`src/rtl/psum_accum_writeback_if.sv`:
```
// Handshake/bus bundle for psum_accum_writeback: config, psum stream, BRAM ports, status.
// The slave side is the accumulator; the master side is the core/BRAM/register environment.
interface psum_accum_writeback_if #(
    parameter int DATA_WIDTH = 32,
    parameter int ADDR_WIDTH = 32,
    parameter int NUM_BYTE   = 4,
    parameter int REG_WIDTH  = 32
);
    logic [REG_WIDTH-1:0]  i_conf_ctrl;
    logic [REG_WIDTH-1:0]  i_conf_outputsize;
    logic [REG_WIDTH-1:0]  i_conf_numpass;
    logic [DATA_WIDTH-1:0] i_psum_data;
    logic                  i_psum_valid;
    logic                  o_psum_ready;
    logic [ADDR_WIDTH-1:0] mem_raddr;
    logic [DATA_WIDTH-1:0] mem_rdat;
    logic [ADDR_WIDTH-1:0] mem_waddr;
    logic [DATA_WIDTH-1:0] mem_wdat;
    logic [NUM_BYTE-1:0]   mem_wren;
    logic                  mem_enb;
    logic [REG_WIDTH-1:0]  o_conf_status;

    modport slave (
        input  i_conf_ctrl, i_conf_outputsize, i_conf_numpass,
        input  i_psum_data, i_psum_valid, mem_rdat,
        output o_psum_ready, mem_raddr, mem_waddr, mem_wdat, mem_wren, mem_enb, o_conf_status
    );

    modport master (
        output i_conf_ctrl, i_conf_outputsize, i_conf_numpass,
        output i_psum_data, i_psum_valid, mem_rdat,
        input  o_psum_ready, mem_raddr, mem_waddr, mem_wdat, mem_wren, mem_enb, o_conf_status
    );
endinterface

```
`src/rtl/psum_accum_writeback.sv`:
```
// Read-modify-write psum accumulator: read at accept, write one cycle later, forwarding on same-address hazards.
// Optional macro PSUM_SATURATE_EN clamps overflowing sums instead of wrapping.
module psum_accum_writeback #(
    parameter int DATA_WIDTH = 32,
    parameter int ADDR_WIDTH = 32,
    parameter int NUM_BYTE   = 4,
    parameter int REG_WIDTH  = 32
) (
    input  logic                     clk,
    input  logic                     rst,
    psum_accum_writeback_if.slave    bus
);
    typedef enum logic [1:0] {IDLE = 2'd0, RUN = 2'd1, DONE = 2'd2} state_t;

    state_t                state_q, state_d;
    logic [REG_WIDTH-1:0]  cnt_q, cnt_d;
    logic [REG_WIDTH-1:0]  pass_q, pass_d;
    logic [REG_WIDTH-1:0]  osize_q, osize_d;
    logic [REG_WIDTH-1:0]  lastpass_q, lastpass_d;
    logic                  ovf_q, ovf_d;
    logic                  s1_vld_q, s1_vld_d;
    logic                  s1_first_q, s1_first_d;
    logic                  s1_fwd_q, s1_fwd_d;
    logic [ADDR_WIDTH-1:0] s1_addr_q, s1_addr_d;
    logic [DATA_WIDTH-1:0] s1_psum_q, s1_psum_d;
    logic [DATA_WIDTH-1:0] wdat_q, wdat_d;

    logic                  accept;
    logic                  cnt_wrap;
    logic [DATA_WIDTH-1:0] addend;
    logic [DATA_WIDTH-1:0] sum_wrap;
    logic [DATA_WIDTH-1:0] sum_res;
    logic [DATA_WIDTH-1:0] wdat_c;
    logic                  ovf_now;
    logic                  ctrl_unused;

    assign ctrl_unused = ^bus.i_conf_ctrl[REG_WIDTH-1:1];

    assign accept   = (state_q == RUN) && bus.i_psum_valid;
    assign cnt_wrap = (cnt_q == osize_q);

    // The previous write lands on the same edge as this read, so the BRAM
    // returns stale data for a back-to-back same address; use the held write data instead.
    always_comb begin
        addend   = s1_fwd_q ? wdat_q : bus.mem_rdat;
        sum_wrap = s1_psum_q + addend;
        ovf_now  = s1_vld_q && !s1_first_q &&
                   (s1_psum_q[DATA_WIDTH-1] == addend[DATA_WIDTH-1]) &&
                   (sum_wrap[DATA_WIDTH-1] != s1_psum_q[DATA_WIDTH-1]);
`ifdef PSUM_SATURATE_EN
        if (ovf_now)
            sum_res = s1_psum_q[DATA_WIDTH-1] ? {1'b1, {(DATA_WIDTH-1){1'b0}}}
                                              : {1'b0, {(DATA_WIDTH-1){1'b1}}};
        else
            sum_res = sum_wrap;
`else
        sum_res = sum_wrap;
`endif
        if (!s1_vld_q)       wdat_c = '0;
        else if (s1_first_q) wdat_c = s1_psum_q;
        else                 wdat_c = sum_res;
    end

    always_comb begin
        state_d    = state_q;
        cnt_d      = cnt_q;
        pass_d     = pass_q;
        osize_d    = osize_q;
        lastpass_d = lastpass_q;
        ovf_d      = ovf_q | ovf_now;
        s1_vld_d   = accept;
        s1_first_d = s1_first_q;
        s1_fwd_d   = s1_fwd_q;
        s1_addr_d  = s1_addr_q;
        s1_psum_d  = s1_psum_q;
        wdat_d     = s1_vld_q ? wdat_c : wdat_q;

        if (accept) begin
            s1_addr_d  = ADDR_WIDTH'(cnt_q);
            s1_psum_d  = bus.i_psum_data;
            s1_first_d = (pass_q == '0);
            s1_fwd_d   = s1_vld_q && (s1_addr_q == ADDR_WIDTH'(cnt_q));
            if (cnt_wrap) begin
                cnt_d  = '0;
                pass_d = pass_q + 1'b1;
            end else begin
                cnt_d  = cnt_q + 1'b1;
            end
        end

        case (state_q)
            IDLE: if (bus.i_conf_ctrl[0]) begin
                state_d    = RUN;
                cnt_d      = '0;
                pass_d     = '0;
                osize_d    = bus.i_conf_outputsize;
                lastpass_d = (bus.i_conf_numpass == '0) ? '0 : bus.i_conf_numpass - 1'b1;
                ovf_d      = 1'b0;
            end
            RUN: begin
                if (!bus.i_conf_ctrl[0])
                    state_d = IDLE;
                else if (accept && cnt_wrap && (pass_q == lastpass_q))
                    state_d = DONE;
            end
            DONE: if (!bus.i_conf_ctrl[0]) state_d = IDLE;
            default: state_d = IDLE;
        endcase
    end

    always_ff @(posedge clk or negedge rst) begin
        if (!rst) begin
            state_q    <= IDLE;
            cnt_q      <= '0;
            pass_q     <= '0;
            osize_q    <= '0;
            lastpass_q <= '0;
            ovf_q      <= 1'b0;
            s1_vld_q   <= 1'b0;
            s1_first_q <= 1'b0;
            s1_fwd_q   <= 1'b0;
            s1_addr_q  <= '0;
            s1_psum_q  <= '0;
            wdat_q     <= '0;
        end else begin
            state_q    <= state_d;
            cnt_q      <= cnt_d;
            pass_q     <= pass_d;
            osize_q    <= osize_d;
            lastpass_q <= lastpass_d;
            ovf_q      <= ovf_d;
            s1_vld_q   <= s1_vld_d;
            s1_first_q <= s1_first_d;
            s1_fwd_q   <= s1_fwd_d;
            s1_addr_q  <= s1_addr_d;
            s1_psum_q  <= s1_psum_d;
            wdat_q     <= wdat_d;
        end
    end

    assign bus.o_psum_ready  = (state_q == RUN);
    assign bus.mem_raddr     = accept ? ADDR_WIDTH'(cnt_q) : '0;
    assign bus.mem_waddr     = s1_vld_q ? s1_addr_q : '0;
    assign bus.mem_wdat      = wdat_c;
    assign bus.mem_wren      = {NUM_BYTE{s1_vld_q}};
    assign bus.mem_enb       = (state_q == RUN) || s1_vld_q;
    assign bus.o_conf_status = {{(REG_WIDTH-3){1'b0}}, ovf_q, state_q == DONE, state_q == RUN};
endmodule

```
`src/flat_wrapper.sv`:
```
// flat-port wrapper written by rule: the top's interface ports become plain ports
module psum_accum_writeback_flat 
#(
    parameter int DATA_WIDTH = 32,
    parameter int ADDR_WIDTH = 32,
    parameter int NUM_BYTE   = 4,
    parameter int REG_WIDTH  = 32
)
  (clk, rst, bus_i_conf_ctrl, bus_i_conf_outputsize, bus_i_conf_numpass, bus_i_psum_data, bus_i_psum_valid, bus_mem_rdat, bus_o_psum_ready, bus_mem_raddr, bus_mem_waddr, bus_mem_wdat, bus_mem_wren, bus_mem_enb, bus_o_conf_status);
  psum_accum_writeback_if #(.DATA_WIDTH(DATA_WIDTH), .ADDR_WIDTH(ADDR_WIDTH), .NUM_BYTE(NUM_BYTE), .REG_WIDTH(REG_WIDTH)) bus_i ();
  input  logic clk;
  input  logic rst;
  input wire logic [$bits(bus_i.i_conf_ctrl)-1:0] bus_i_conf_ctrl;
  input wire logic [$bits(bus_i.i_conf_outputsize)-1:0] bus_i_conf_outputsize;
  input wire logic [$bits(bus_i.i_conf_numpass)-1:0] bus_i_conf_numpass;
  input wire logic [$bits(bus_i.i_psum_data)-1:0] bus_i_psum_data;
  input wire logic [$bits(bus_i.i_psum_valid)-1:0] bus_i_psum_valid;
  input wire logic [$bits(bus_i.mem_rdat)-1:0] bus_mem_rdat;
  output wire logic [$bits(bus_i.o_psum_ready)-1:0] bus_o_psum_ready;
  output wire logic [$bits(bus_i.mem_raddr)-1:0] bus_mem_raddr;
  output wire logic [$bits(bus_i.mem_waddr)-1:0] bus_mem_waddr;
  output wire logic [$bits(bus_i.mem_wdat)-1:0] bus_mem_wdat;
  output wire logic [$bits(bus_i.mem_wren)-1:0] bus_mem_wren;
  output wire logic [$bits(bus_i.mem_enb)-1:0] bus_mem_enb;
  output wire logic [$bits(bus_i.o_conf_status)-1:0] bus_o_conf_status;
  assign bus_i.i_conf_ctrl = bus_i_conf_ctrl;
  assign bus_i.i_conf_outputsize = bus_i_conf_outputsize;
  assign bus_i.i_conf_numpass = bus_i_conf_numpass;
  assign bus_i.i_psum_data = bus_i_psum_data;
  assign bus_i.i_psum_valid = bus_i_psum_valid;
  assign bus_i.mem_rdat = bus_mem_rdat;
  assign bus_o_psum_ready = bus_i.o_psum_ready;
  assign bus_mem_raddr = bus_i.mem_raddr;
  assign bus_mem_waddr = bus_i.mem_waddr;
  assign bus_mem_wdat = bus_i.mem_wdat;
  assign bus_mem_wren = bus_i.mem_wren;
  assign bus_mem_enb = bus_i.mem_enb;
  assign bus_o_conf_status = bus_i.o_conf_status;
  psum_accum_writeback #(.DATA_WIDTH(DATA_WIDTH), .ADDR_WIDTH(ADDR_WIDTH), .NUM_BYTE(NUM_BYTE), .REG_WIDTH(REG_WIDTH)) u_core (.clk(clk), .rst(rst), .bus(bus_i));
endmodule
```
`config.mk`:
```
export PLATFORM = sky130hd
export DESIGN_NAME = psum_accum_writeback_flat
export DESIGN_NICKNAME = d
export VERILOG_FILES = /design/src/rtl/psum_accum_writeback_if.sv /design/src/rtl/psum_accum_writeback.sv /design/src/flat_wrapper.sv
export SDC_FILE = /design/constraint.sdc
export NUM_CORES = 1
export LEC_CHECK = 0
export BUFFER_PORTS_ARGS = -buffer_cell sky130_fd_sc_hd__buf_2
export CAP_MARGIN = 40
export CORE_ASPECT_RATIO = 2
export CORE_UTILIZATION = 50
export CTS_BUF_LIST = sky130_fd_sc_hd__clkbuf_16
export CTS_CLUSTER_SIZE = 25
export DETAILED_ROUTE_END_ITERATION = 8
export GPL_TIMING_DRIVEN = 0
export PLACE_DENSITY = 0.83
export SLEW_MARGIN = 10
export SYNTH_ARGS = -nofsm -noshare
export SYNTH_HDL_FRONTEND = slang
export SYNTH_SLANG_ARGS = --single-unit
```
`constraint.sdc`:
```
create_clock -name clk -period 5.5 [get_ports clk]
set_clock_uncertainty 0.15 [all_clocks]
set_input_delay 1.1 -clock clk [delete_from_list [all_inputs] [get_ports clk]]
set_output_delay 1.1 -clock clk [all_outputs]
set_load 0.005 [all_outputs]
```
* Yosys cells after proc, flatten, opt, wreduce, memory -nomap -nowiden *
Index checks and enable logic that the tools add are counted.

storage, ports and cells
  register bits = 230
  bits of input ports = 163
  logic and storage cells = 62
  output and inout port bits = 134

cells by class
  reductions and logical operators = 14
  muxes and demuxes = 21
  bitwise gates (word level) = 1
  $add $sub $neg = 4
  equal/unequal tests = 10

operators with widths
  operator                                                                 number
  32-bit 2-to-1 mux                                                        14
  32-bit equality test                                                     3
  32-bit by 1-bit adder with 32-bit output, second input constant          2
  32-bit logical NOT                                                       2
  32-bit adder                                                             1
  32-bit by 1-bit subtractor with 32-bit output, second input constant     1
  2-bit 2-to-1 mux                                                         4
  1-bit logical AND                                                        7
  2-bit one-hot mux with 3 select lines                                    1
  2-bit inequality test, second input constant                             2
  3-bit by 2-bit inequality test with 1-bit output, second input constant  1
  3-bit AND reduction                                                      1
  2-bit by 1-bit equality test with 1-bit output, second input constant    1
  2-bit equality test, second input constant                               1
  2-bit logical NOT                                                        1
  1-bit 2-to-1 mux                                                         2
  2-bit AND reduction                                                      1
  1-bit equality test                                                      1
  1-bit logical NOT                                                        1
  1-bit logical OR                                                         1
  1-bit inequality test                                                    1
  1-bit OR                                                                 1

* Longest topological paths before layout *
  depth after elaboration = 7
  mapped depth = 13
  gate-level depth less buffers = 11

* Least setup slack after synthesis *
No wires, ideal clock.

  kind = input-to-output
  start = in bus_mem_rdat[14]
  end = out bus_mem_wdat[31]
  data arrival time = 3.681 ns
  path slack = 0.569 ns
  required time = 4.250 ns
  buffers on the path = 1
  stages = 11
  path through = mux2_2 ha_1 clkbuf_1 a21oi_1 o21ai_0 a2111oi_0 o2bb2ai_1 a2111oi_0 o21ai_0 a2111o_1 o21ai_0

between the ends
  longest elaborated chain between the ends = 4

RTL lines
  what                line                        source
  start: declaration  flat_wrapper.sv:18          input wire logic [$bits(bus_i.mem_rdat)-1:0] bus_mem_rdat;
  32-bit 2-to-1 mux   psum_accum_writeback.sv:45  addend = s1_fwd_q ? wdat_q : bus.mem_rdat;
  32-bit adder        psum_accum_writeback.sv:46  sum_wrap = s1_psum_q + addend;
  32-bit 2-to-1 mux   psum_accum_writeback.sv:60  else if (s1_first_q) wdat_c = s1_psum_q;
  32-bit 2-to-1 mux   psum_accum_writeback.sv:59  if (!s1_vld_q) wdat_c = '0;
  end: declaration    flat_wrapper.sv:22          output wire logic [$bits(bus_i.mem_wdat)-1:0] bus_mem_wdat;

No other way between the ends.

* Final worst setup path *
  start = reg u_core.s1_fwd_q
  end = out bus_mem_wdat[31]

between the ends
  longest elaborated chain between the ends = 4

RTL lines
  what                      line                         source
  start: declaration        psum_accum_writeback.sv:23   logic s1_fwd_q, s1_fwd_d;
  start signal: assignment  psum_accum_writeback.sv:134  s1_fwd_q <= s1_fwd_d;
  32-bit 2-to-1 mux         psum_accum_writeback.sv:45
  32-bit adder              psum_accum_writeback.sv:46
  32-bit 2-to-1 mux         psum_accum_writeback.sv:60
  32-bit 2-to-1 mux         psum_accum_writeback.sv:59

No other way between the ends.

==> qor_table.md <==
| Quantity | This run | Unit |
| --- | --- | --- |
| Num Clock Sinks | 230 | - |
| Critical Path, Cell by Cell | buf_4 > clkbuf_16 > mux2_2 > ha_4 > o21ai_2 > a2111o_1 > o22ai_4 > o2bb2ai_4 > a2111oi_4 > or3_4 > a2111o_1 > o21ai_2 > buf_2 | - |
| Worst slew margin | 35.0 | % |
| Critical path startpoint category | register | - |
| First-pass GRT wire length | 69300 | µm |
| # hold bufs at CTS | 0 | - |
| Power density cells | 296 | nW/µm² |
| Post-Syn Instances | 1591 | - |
| Mean routed wirelength per cell | 20.4 | µm |
| Fraction of synthesis flops using an asynchronous set or reset pin | 100 | % |
| Share of layout cells above drive strength 1 | 21.3 | % |
| Sum of routed wire length over all layers | 46100 | µm |
| Slew @ Worst Pin | 0.972 | ns |
| Cell Area, Synth | 13900 | µm² |
| Crit end category | primary output | - |
| Number of maximum-capacitance constraint violations | 0 | - |
| Overall die width | 120 | µm |
| DRC marker count from the first detailed-route iteration | 739 | - |
| Average cell area after synthesis | 8.76 | µm² |
| Worst setup slack for register-to-register paths | 1.63 | ns |
| Final worst path period need | 5.44 | ns |
| Die footprint | 28600 | µm² |
| Run status | finished clean | - |
| TritonCTS clock tree | yes | - |
| Post-placement worst setup slack | -0.787 | ns |
| Via-to-Cell Ratio | 5.64 | - |
| DRC viols | 0 | - |
| Endpoint of the most critical register-to-register path | u_core.wdat_q[30]$_DFFE_PN0P_ | - |
| FF+latch count, synth | 230 | - |
| Number of endpoints failing setup at the final stage | 0 | - |
| Overall power after layout | 4.98 | mW |
| F_max | 184 | MHz |
| Peak per-stage delay on the critical path | 0.46 | ns |
| Vert. Die Dim | 238 | µm |
| Number of buffers added on ports | 236 | - |
| TritonCTS Buffers | 23 | - |
| Number of detailed-routing iterations run before antenna repair | 6 | - |
| Boundary Pins | 297 | - |
| P&R area growth vs syn | 20.9 | % |
| Cell area reported after detailed placement | 15700 | µm² |
| Clock transition time at the flip-flop clock pins of the worst setup and hold paths | 0.06 | ns |
| Initial standard-cell utilization of the core | 50.8 | % |
| Class of the worst hold path | in2async | - |
| Number of distinct library cell variants in the gate-level netlist after synthesis | 63 | - |
| Leakage power | 8.63 | nW |
| Final-stage net count | 2087 | - |
| Core footprint | 27400 | µm² |
| Crit path setup slack, layout | 0.0642 | ns |
| Cell with the largest stage delay on the worst path | sky130_fd_sc_hd__dfrtp_2 | - |
| Yosys Warn Count | 0 | - |
| Routed via count | 12700 | - |
| Detailed-placement wirelength estimate | 36100 | µm |
| Worst Setup SP | u_core.s1_fwd_q$_DFFE_PN0P_ | - |
| Highest fanout seen on the critical path | 6 | - |
| Number of placement rows | 86 | - |
| Count of final max-slew check failures | 0 | - |
| Via count of the first global-routing pass | 13000 | - |
| Clock Tree Root | sky130_fd_sc_hd__clkbuf_16 | - |
| Number of enable-type register cells in the synthesized netlist | 0 | - |
| Post-route antenna net violation count | 0 | - |
| Reg2Reg Launch Point | u_core.s1_fwd_q$_DFFE_PN0P_ | - |
| Depth of the worst register-to-register path | 12 | - |
| Maximum ir drop on the vdd rail | 0.240 | mV |
| CP Data Arrival Time | 4.19 | ns |
| Share of the clock period used by the worst path | 98.8 | % |
| Weighted congestion at the end of routability-driven global placement | 1.04 | - |
| Skew-Pair Late Insertion Delay | 0.54 | ns |
| Antenna violations before repair | 0 | - |
| Final hold viol count | 0 | - |
| Maximum count of clock buffers along a single path | 3 | - |
| Worst Path Required | 4.25 | ns |
| Main synth FF type | sky130_fd_sc_hd__dfrtp_1 | - |
| Post-synthesis sequential area ratio | 41.3 | % |
| Global-route total usage across every layer | 32.4 | % |
| Unrepaired setup endpoints after global routing | no | - |
| H-tree depth reported by CTS | 1 | - |
| Hold WS | 0.303 | ns |
| Pin count of the biggest net entering global routing | 100 | - |
| Setup TNS | 0 | ns |
| WS Path Type | reg2out | - |
| Overflow after GRT | 0 | - |
| Post-route standard cell area excluding fillers | 16800 | µm² |
timing repair:
action | CTS | global route
pin swaps | 1 | 5
resized for setup | 25 | 27
buffers inserted | 1 | 9
endpoints found under the setup margin | 21 | 6
hold endpoints to repair | 0 | 0
cloned | 0 | 1
per-stage QoR:
| step | std cells | util (%) |
|---|---|---|
| after global routing | 2256 | 61.4 |
| final | 2257 | 61.4 |
| after floorplan | 1619 | - |
| after global placement | 2207 | 57.1 |
| after detailed placement | 2210 | 57.4 |
| after CTS | 2251 | 60.7 |
critical path, delay by kind of cell, from the launching register on:
| family | cells | cell delay (ns) |
|---|---|---|
| compound gates | 7 | 1.64 |
| flops | 1 | 0.46 |
| simple gates | 1 | 0.42 |
| buf+inv | 3 | 0.46 |
| fa+ha+maj | 1 | 0.30 |
| mux | 1 | 0.37 |
state kept, by name, summed over array words and instances, names as in the netlist, 2 cells and up:
signal / cells
u_core.cnt_q: 32
u_core.lastpass_q: 32
u_core.osize_q: 32
u_core.pass_q: 32
u_core.s1_addr_q: 32
u_core.s1_psum_q: 32
u_core.state_q: 2
u_core.wdat_q: 32
metal layers:
layer | share of wire [%] | routed length, µm | GRT usage, % | vias to the layer above
li1 | - | - | - | 5910
met1 | 32 | 14700 | 29.5 | 6054
met2 | 54 | 24800 | 61.7 | 563
met3 | 4.8 | 2220 | 4.37 | 209
met4 | 9.3 | 4300 | 26.7 | 0
met5 | 0 | 0 | 0 | -
final cells by class:
| type | count | area (µm²) |
|---|---|---|
| Buffer | 123 | 637 |
| Clock inverter | 18 | 228 |
| Timing Repair Buffer | 250 | 1360 |
| Clock buffer | 23 | 576 |
| Multi-Input combinational cell | 1236 | 7760 |
| Sequential cell | 230 | 5760 |
| Antenna cell | 1 | 2.50 |
| Inverter | 24 | 90.1 |
| Fill cell | 2391 | 10600 |
| Tap cell | 352 | 440 |
worst max-delay path by stage:
stage / to / slack [ns] / cells after the start
2_1_floorplan: bus_mem_wdat[31] / 0.57 / 11
3_3_place_gp: bus_mem_wdat[31] / -0.79 / 14
3_5_place_dp: bus_mem_wdat[31] / -0.79 / 14
4_1_cts: bus_mem_wdat[29] / -0.06 / 12
5_1_grt: bus_mem_wdat[31] / 0.0008 / 13
6_report: bus_mem_wdat[31] / 0.06 / 13
layout by cell type, fill, tap and decap left out, drive strengths merged, types with 6 or more instances in the layout:
cell	netlist	routed
nand2	305	305
buf	41	292
dfrtp	230	230
nor2	127	127
xnor2	110	110
clkbuf	88	103
xor2	86	86
o21ai	68	68
and2	66	66
a21oi	65	65
a21o	60	60
mux2	36	36
nand4	36	36
ha	35	35
nand3	34	34
conb	1	29
nor4	27	27
inv	22	24
and3	19	19
or3	17	17
nor3	16	16
clkinv	2	10
and4	9	9
a211oi	9	9
mux2i	8	8
nor2b	6	6
nand2b	6	6
or4	6	6
cell families after synthesis:
logic type | Yosys count | synth area share [%]
xor+xnor | 196 | 12.3
simple gates | 682 | 23.0
mux | 44 | 3.48
fa+ha+maj | 36 | 3.29
buf+inv | 153 | 5.19
other cells | 1 | 0.0269
flops | 230 | 41.3
compound gates | 249 | 11.4
report_power, final:
part | leakage [nW] | internal [mW] | switching, mW | total, mW
Combinational | 5.25 | 0.540 | 0.739 | 1.28
Sequential | 2.99 | 1.86 | 0.131 | 1.99
Clock | 0.390 | 1.00 | 0.710 | 1.71
Total | 8.63 | 3.40 | 1.58 | 4.98
cells in the mapped netlist (all sizes together), types with 4 or more instances:
library cell,number,share of area (%)
nand2,305,8.2
dfrtp,230,41
nor2,127,3.4
xnor2,110,6.9
clkbuf,88,2.4
xor2,86,5.4
o21ai,68,2.4
and2,66,3.0
a21oi,65,2.3
a21o,60,3.2
buf,41,2.2
mux2,36,2.9
nand4,36,1.6
ha,35,3.1
nand3,34,1.2
nor4,27,1.3
inv,22,0.59
and3,19,0.85
or3,17,0.80
nor3,16,0.57
a211oi,9,0.48
and4,9,0.57
mux2i,8,0.57
nand2b,6,0.32
nor2b,6,0.27
or4,6,0.38
o211ai,5,0.27
o31ai,5,0.37
o21a,4,0.22
o21bai,4,0.22
o221ai,4,0.25
Power figures use the tool's default switching activity.
